--- config.mk ---
export PLATFORM = sky130hd
export DESIGN_NAME = tw_ram_writer
export DESIGN_NICKNAME = d
export VERILOG_FILES = /design/src/rtl/tw_ram_writer.sv
export SDC_FILE = /design/constraint.sdc
export NUM_CORES = 2
export LEC_CHECK = 0
export CORE_MARGIN = 2
export CORE_UTILIZATION = 35
export DETAILED_ROUTE_END_ITERATION = 8
export PLACE_DENSITY = 0.64
export RECOVER_POWER = 50
export SLEW_MARGIN = 20
export SYNTH_ARGS = -nofsm -noshare
export SYNTH_HDL_FRONTEND = slang
export SYNTH_SLANG_ARGS = --single-unit
--- constraint.sdc ---
create_clock -name clk -period 11.1 [get_ports clk]
set_input_delay 1.665 -clock clk [delete_from_list [all_inputs] [get_ports clk]]
set_output_delay 1.665 -clock clk [all_outputs]
set_load 0.03 [all_outputs]
--- src/rtl/tw_ram_writer.sv ---
// Twiddle table writer: fills N=2^LOGN RAM words with init*w^k mod q using a bit-serial modular multiplier.
// Define TW_BITREV_ADDR_EN to write in bit-reversed address order instead of natural order.
module tw_ram_writer #(
    parameter int LOGN = 3,
    parameter int LOGQ = 64
) (
    input  logic            clk,
    input  logic            rst,
    input  logic            start,
    input  logic [LOGQ-1:0] q,
    input  logic [LOGQ-1:0] w,
    input  logic [LOGQ-1:0] init,
    output logic            wen,
    output logic [LOGN-1:0] waddr,
    output logic [LOGQ-1:0] wdata,
    output logic            busy,
    output logic            done,
    output logic            err
);

    localparam int BW = (LOGQ > 1) ? $clog2(LOGQ) : 1;

    typedef enum logic [2:0] {IDLE, CHECK, WRITE, MUL, DONE} state_t;

    state_t          state, state_nx;
    logic [LOGQ-1:0] q_r, w_r, cur;
    logic [LOGQ:0]   acc;
    logic [LOGN-1:0] k;
    logic [BW-1:0]   bit_idx;

    logic [LOGQ:0]   qx, dbl, red1, sum, step;
    logic            bad;

    function automatic logic [LOGN-1:0] addr_of(input logic [LOGN-1:0] idx);
`ifdef TW_BITREV_ADDR_EN
        logic [LOGN-1:0] r;
        for (int b = 0; b < LOGN; b++) r[b] = idx[LOGN-1-b];
        return r;
`else
        return idx;
`endif
    endfunction

    // One MSB-first step: double-and-reduce, then conditionally add cur and reduce.
    always_comb begin
        qx   = {1'b0, q_r};
        dbl  = {acc[LOGQ-1:0], 1'b0};
        red1 = (dbl >= qx) ? dbl - qx : dbl;
        sum  = red1 + {1'b0, cur};
        step = red1;
        if (w_r[bit_idx]) step = (sum >= qx) ? sum - qx : sum;
    end

    assign bad = (q_r < LOGQ'(2)) || (w_r >= q_r) || (cur >= q_r);

    always_comb begin
        state_nx = state;
        wen      = 1'b0;
        busy     = 1'b0;
        done     = 1'b0;
        case (state)
            IDLE:  if (start) state_nx = CHECK;
            CHECK: begin
                busy     = 1'b1;
                state_nx = bad ? DONE : WRITE;
            end
            WRITE: begin
                busy     = 1'b1;
                wen      = 1'b1;
                state_nx = (&k) ? DONE : MUL;
            end
            MUL: begin
                busy = 1'b1;
                if (bit_idx == '0) state_nx = WRITE;
            end
            DONE: begin
                done     = 1'b1;
                state_nx = IDLE;
            end
            default: state_nx = IDLE;
        endcase
    end

    always_ff @(posedge clk or posedge rst) begin
        if (rst) begin
            state   <= IDLE;
            q_r     <= '0;
            w_r     <= '0;
            cur     <= '0;
            acc     <= '0;
            k       <= '0;
            bit_idx <= '0;
            waddr   <= '0;
            wdata   <= '0;
            err     <= 1'b0;
        end else begin
            state <= state_nx;
            case (state)
                IDLE: if (start) begin
                    q_r <= q;
                    w_r <= w;
                    cur <= init;
                    err <= 1'b0;
                end
                CHECK: if (bad) begin
                    err <= 1'b1;
                end else begin
                    k     <= '0;
                    waddr <= addr_of('0);
                    wdata <= cur;
                end
                WRITE: begin
                    acc     <= '0;
                    bit_idx <= BW'(LOGQ - 1);
                end
                MUL: begin
                    acc     <= step;
                    bit_idx <= bit_idx - 1'b1;
                    // Last multiplier step: stage the next entry for the following WRITE.
                    if (bit_idx == '0) begin
                        cur   <= step[LOGQ-1:0];
                        k     <= k + 1'b1;
                        waddr <= addr_of(k + 1'b1);
                        wdata <= step[LOGQ-1:0];
                    end
                end
                default: ;
            endcase
        end
    end

endmodule

# Word-level counts from Yosys, hierarchy flattened
# Cells that the tools add are included.
[word_totals]
register_bits = 333
input_bits = 195
output_inout_bits = 71
word_cells = 69
[classes]
add_sub_neg = 5
order_cmp = 6
eq_ne = 8
mux = 26
reduce_logical = 15
[ops]
columns = ["operator", "count"]
rows = [
  ["one-hot mux 64 bit (2 select lines)", 3],
  ["2-to-1 mux 64 bit", 5],
  ["greater-or-equal comparator 65 x 64 -> 1 bit", 2],
  ["greater-or-equal comparator 64 bit", 2],
  ["adder 65 x 64 -> 65 bit", 1],
  ["2-to-1 mux 65 bit", 1],
  ["subtractor 65 x 64 -> 65 bit", 1],
  ["less-than comparator 64 x 2 -> 1 bit (second input constant)", 1],
  ["subtractor 64 bit", 1],
  ["2-to-1 mux 3 bit", 6],
  ["one-hot mux 3 bit (4 select lines)", 1],
  ["one-hot mux 6 bit (2 select lines)", 1],
  ["AND reduction 3 bit", 4],
  ["!= test 2 bit (second input constant)", 4],
  ["nonzero test 2 bit", 4],
  ["less-than comparator 6 x 7 -> 1 bit (second input constant)", 1],
  ["binary-select mux 1 bit (select 6 bit)", 1],
  ["== test 3 x 2 -> 1 bit (second input constant)", 2],
  ["logical NOT 6 bit", 1],
  ["2-to-1 mux 1 bit", 6],
  ["one-hot mux 3 bit (2 select lines)", 1],
  ["subtractor 6 x 1 -> 6 bit (second input constant)", 1],
  ["AND reduction 2 bit", 2],
  ["adder 3 x 1 -> 3 bit (second input constant)", 1],
  ["other kinds (6)", 7],
]

# Longest topological paths before layout
[logic_depth]
depth_word = 8
depth_mapped = 42
ltp_nobuf = 37

# Worst setup path before layout
# OpenSTA, ideal clock, no wires.
[synth_timing]
path_kind = "reg-to-reg"
startpoint = "register q_r[1]"
endpoint = "register wdata[37]"
setup_ns = 0.141
arrival_ns = 8.078
t_required_ns = 10.959
setup_slack_ns = 2.881
stages_incl_launch_ff = 41
n_path_buf = 5
synth_period_minus_slack_ns = 8.219
path_cell_list = "dfrtp_1 -> inv_1 -> ha_1 -> nor2b_1 -> o31a_1 -> o21ai_1 -> a31oi_2 -> a21oi_2 -> o21ai_4 -> a31oi_4 -> clkbuf_1 -> clkbuf_1 -> mux2i_1 -> inv_1 -> ha_1 -> clkbuf_1 -> o21ai_0 -> a2111oi_1 -> (+5 left out) -> nand2b_1 -> a21oi_1 -> xnor2_1 -> ha_1 -> clkbuf_1 -> a21oi_1 -> o21ai_0 -> a2111oi_0 -> nor3b_1 -> o21ai_1 -> nand2_1 -> a21o_1 -> a21oi_1 -> nand3_4 -> buf_12 -> mux2_1 -> o211ai_1 -> a31oi_1"
[synth_between]
elab_chain_len = 8
[synth_lines]
columns = ["element", "line", "text"]
rows = [
  ["from (decl)", "26", "logic [LOGQ-1:0] q_r, w_r, cur;"],
  ["from (signal assigned)", "100", "q_r <= q;"],
  ["subtractor 65 x 64 -> 65 bit / greater-or-equal comparator 65 x 64 -> 1 bit (equally long branches)", "48", "red1 = (dbl >= qx) ? dbl - qx : dbl;"],
  ["2-to-1 mux 65 bit", "48", ""],
  ["adder 65 x 64 -> 65 bit", "49", "sum = red1 + {1'b0, cur};"],
  ["subtractor 64 bit / greater-or-equal comparator 65 x 64 -> 1 bit (equally long branches)", "51", "if (w_r[bit_idx]) step = (sum >= qx) ? sum - qx : sum;"],
  ["2-to-1 mux 64 bit (2 in series)", "51", ""],
  ["2-to-1 mux 64 bit", "120", "if (bit_idx == '0) begin"],
  ["one-hot mux 64 bit (2 select lines)", "98", "case (state)"],
  ["to (signal assigned)", "110", "wdata <= cur;"],
  ["to (signal assigned)", "124", "wdata <= step[LOGQ-1:0];"],
  ["to (decl)", "15", "output logic [LOGQ-1:0] wdata,"],
]
# Several ways; a longest one is shown, not always the timed one. The select of a mux whose other input is x is not followed.
# A chain may end at the register's enable or synchronous reset.

# Final worst setup path
[layout_timing]
startpoint = "register q_r[26]"
endpoint = "register wdata[15]"
[layout_between]
elab_chain_len = 8
[layout_lines]
columns = ["element", "line"]
rows = [
  ["subtractor 65 x 64 -> 65 bit / greater-or-equal comparator 65 x 64 -> 1 bit (equally long branches)", "48"],
  ["2-to-1 mux 65 bit", "48"],
  ["adder 65 x 64 -> 65 bit", "49"],
  ["greater-or-equal comparator 65 x 64 -> 1 bit / subtractor 64 bit (equally long branches)", "51"],
  ["2-to-1 mux 64 bit (2 in series)", "51"],
  ["2-to-1 mux 64 bit", "120"],
  ["one-hot mux 64 bit (2 select lines)", "98"],
]
# Several ways; a longest one is shown, not always the timed one. The select of a mux whose other input is x is not followed.

==> metrics.txt <==
# TYPE chip_impl_metric gauge
chip_impl_info{name="outcome",value="finished, violations left"} 1
chip_impl_info{name="violations",value="capacitance limit, slew limit"} 1
chip_impl_metric{name="globalRouteOverflowTotal",unit=""} 0
chip_impl_info{name="timing.setup.critical_path_class",value="reg2reg"} 1
chip_impl_metric{name="number_of_antenna_violations_at_the_first_check_in_global_routing",unit=""} 4
chip_impl_metric{name="ant_nets",unit=""} 0
chip_impl_metric{name="clockBufferDepth",unit=""} 3
chip_impl_metric{name="initial_core_util",unit="%"} 35.2
chip_impl_metric{name="finalHoldViolCount",unit=""} 0
chip_impl_info{name="unrepaired_setup_endpoints_after_global_routing",value="false"} 1
chip_impl_metric{name="wirelength",unit="um"} 127000
chip_impl_metric{name="grt_max_degree",unit=""} 151
chip_impl_metric{name="cts_hold_buf",unit=""} 0
chip_impl_info{name="final_common_cell",value="sky130_fd_sc_hd__nand2_1"} 1
chip_impl_metric{name="postSynthRegisterBits",unit=""} 333
chip_impl_metric{name="vertical_die_dimension",unit="um"} 299
chip_impl_metric{name="seq_area_frac_synth",unit="%"} 27.4
chip_impl_info{name="most-common-layout-cells",value="591 x sky130_fd_sc_hd__nand2_1, 337 x sky130_fd_sc_hd__a21oi_1, 333 x sky130_fd_sc_hd__dfrtp_1"} 1
chip_impl_info{name="synth_flop_cell",value="sky130_fd_sc_hd__dfrtp_1"} 1
chip_impl_info{name="critical-path-top-cell-by-count",value="sky130_fd_sc_hd__buf_4"} 1
chip_impl_metric{name="asyncSetResetFlopFracSynth",unit="%"} 100
chip_impl_metric{name="finalNetCount",unit=""} 4554
chip_impl_metric{name="groute.usage.overall",unit="%"} 27.7
chip_impl_metric{name="post-cts-setup-buffer-count",unit=""} 0
chip_impl_metric{name="floorplan.rows",unit=""} 108
chip_impl_info{name="globalRoute.busiestLayer",value="met2"} 1
chip_impl_info{name="hold_path.class",value="reg2reg"} 1
chip_impl_info{name="timing.critical_path.from_type",value="flip-flop"} 1
chip_impl_metric{name="drv_slew",unit=""} 403
chip_impl_metric{name="io_pins",unit=""} 266
chip_impl_metric{name="viasPerCell",unit=""} 5.91
chip_impl_metric{name="critical_path_peak_fanout",unit=""} 67
chip_impl_metric{name="worstSkewPairLatency",unit="ns"} 0.60
chip_impl_metric{name="largest_stage_delay_on_the_critical_path",unit="ns"} 0.88
chip_impl_metric{name="critPathArrivalTime",unit="ns"} 11.10
chip_impl_metric{name="finClkSkew",unit="ns"} 0.0289
chip_impl_metric{name="max_slew.worst_pin.slew",unit="ns"} 5.35
chip_impl_metric{name="max_cap_violations",unit=""} 4
chip_impl_info{name="crit_path_top_delay_cell",value="sky130_fd_sc_hd__a2111oi_1"} 1
chip_impl_metric{name="clk_pin_slew",unit="ns"} 0.06
chip_impl_metric{name="fp.coreArea",unit="um^2"} 86500
chip_impl_metric{name="reg2regPathDepth",unit=""} 39
chip_impl_metric{name="detail_route.first_pass.iterations",unit=""} 6
chip_impl_metric{name="grt_first_pass_wirelength",unit="um"} 189000
chip_impl_metric{name="clkSinkCount",unit=""} 333
chip_impl_metric{name="synth-warning-count",unit=""} 0
chip_impl_info{name="clockRootBuffer",value="sky130_fd_sc_hd__clkbuf_16"} 1
chip_impl_metric{name="dr_total_vias",unit=""} 30800
chip_impl_metric{name="avg_cell_area_syn",unit="um^2"} 7.95
chip_impl_metric{name="post-route-min-period",unit="ns"} 10.63
chip_impl_metric{name="die_x",unit="um"} 299
chip_impl_metric{name="met2_usage",unit="%"} 44.0
chip_impl_metric{name="detail_route.wl_per_cell",unit="um"} 24.4
chip_impl_metric{name="vias_in_the_first_global_route",unit=""} 29600
chip_impl_metric{name="initialDrtViolationCount",unit=""} 3021
chip_impl_metric{name="globalRouteMet1Util",unit="%"} 36.8
chip_impl_metric{name="slew-limit-headroom",unit="%"} -257
chip_impl_metric{name="tns",unit="ns"} 0
chip_impl_metric{name="synth_fp_nets",unit=""} 4347
chip_impl_metric{name="setup-violations-final",unit=""} 0
chip_impl_metric{name="gp_congestion",unit=""} 1.03
chip_impl_metric{name="yosys.cell_types.count",unit=""} 94
chip_impl_metric{name="edff_count_synth",unit=""} 0
chip_impl_metric{name="max_freq",unit="MHz"} 94.1
chip_impl_metric{name="design.die.area",unit="um^2"} 89200
chip_impl_metric{name="synth_area",unit="um^2"} 30400
chip_impl_metric{name="detailed_route_drc_error_count",unit=""} 0
chip_impl_metric{name="hold_depth",unit=""} 1
chip_impl_metric{name="met3_usage",unit="%"} 4.09
chip_impl_metric{name="tritoncts.num_buffers",unit=""} 40
chip_impl_info{name="cts_tree",value="built"} 1
chip_impl_metric{name="final.period_utilization",unit="%"} 95.7
chip_impl_metric{name="portBuffers",unit=""} 265
chip_impl_info{name="endpoint_kind",value="flip-flop"} 1
chip_impl_metric{name="crit_required",unit="ns"} 11.57
chip_impl_metric{name="htree_levels",unit=""} 2
chip_impl_metric{name="layout-drive-gt1-share",unit="%"} 5.86
chip_impl_metric{name="post_synth_inst_count",unit=""} 3825
chip_impl_metric{name="ctsResizeCount",unit=""} 0
chip_impl_metric{name="dpl.hpwl",unit="um"} 99400
chip_impl_metric{name="area_delta_synth_final",unit="%"} 18.3
## critical path: cells and delay by family, from the launching register on
family	cells	cell delay, ns
adder cells (fa/ha/maj)	3	1.13
AO/OA/AOI/OAI	18	5.33
multiplexers	1	0.27
buffers and inverters	9	1.59
flip-flops	1	0.35
AND/OR/NAND/NOR	8	1.73
## logic make-up after synthesis
family	count (synthesis)	synth area share, %
mux	106	4.36
compound gates	1194	25.4
fa+ha+maj	327	13.5
buf+inv	369	4.82
simple gates	1326	19.6
flops	333	27.4
xor+xnor	170	4.90
## through the flow
step                      setup WS (ns)  hold WS, ns  instances  instance area, um^2  util (%)
final                             0.473        0.484       5217                36000      41.6
after floorplan                   0.210        0.466       3825                30400         -
after detailed placement          0.830        0.471       5145                34600      40.0
after global routing             0.0940        0.508       5215                35900      41.6
after global placement            0.556        0.462       5145                34600      40.0
after CTS                         0.818        0.490       5214                36000      41.6
## registers in the layout, indices dropped and copies added, names as in the netlist
| signal | cells |
|---|---|
| q_r | 64 |
| acc | 64 |
| bit_idx | 6 |
| err | 1 |
| cur | 64 |
| w_r | 64 |
| k | 3 |
| wdata | 64 |
| state | 3 |
## metal layers
metal | routed length (um) | share of wire [%] | vias to the layer above
met2 | 56600 | 44 | 1317
li1 | - | - | 14300
met3 | 9220 | 7.2 | 319
met5 | 14 | 0.011 | -
met1 | 53900 | 42 | 14900
met4 | 7570 | 5.9 | 2
## layout make-up
type / instances / area [um^2]
fill: 8874 / 50500
multi-input combinational: 3123 / 20600
sequential: 333 / 8330
timing repair buffer: 370 / 3480
tap: 1155 / 1450
clock buffer: 56 / 1150
inverter: 164 / 617
clock inverter: 13 / 262
antenna: 3 / 7.51
## final timing paths
| path | startpoint | to | slack, ns |
|---|---|---|---|
| worst min-delay path | err | err | 0.48 |
| worst min register to register | err | err | 0.48 |
| worst max register to register | q_r[26] | wdata[15] | 0.47 |
| max in group asynchronous | rst | acc[51] | 2.08 |
| worst max-delay path | q_r[26] | wdata[15] | 0.47 |
| min in group asynchronous | rst | w_r[8] | 3.12 |
## synthesized netlist by cell type (all sizes together), types with 36 or more instances
library cell | count | area (um^2)
dfrtp | 333 | 8330
o21a | 45 | 338
mux2i | 75 | 751
inv | 163 | 612
nor3 | 105 | 536
ha | 324 | 4050
a21o | 135 | 1010
nand4 | 90 | 563
nand2 | 593 | 2230
xor2 | 68 | 596
clkbuf | 177 | 667
a21oi | 342 | 1730
nor2 | 297 | 1110
a211oi | 68 | 515
nand3 | 60 | 313
a31oi | 50 | 340
xnor2 | 102 | 893
a22o | 64 | 561
o21ai | 270 | 1360
o21bai | 36 | 270
Power is not shown: default switching activity piles up to over one toggle a cycle in this logic, so the estimate is an artifact.
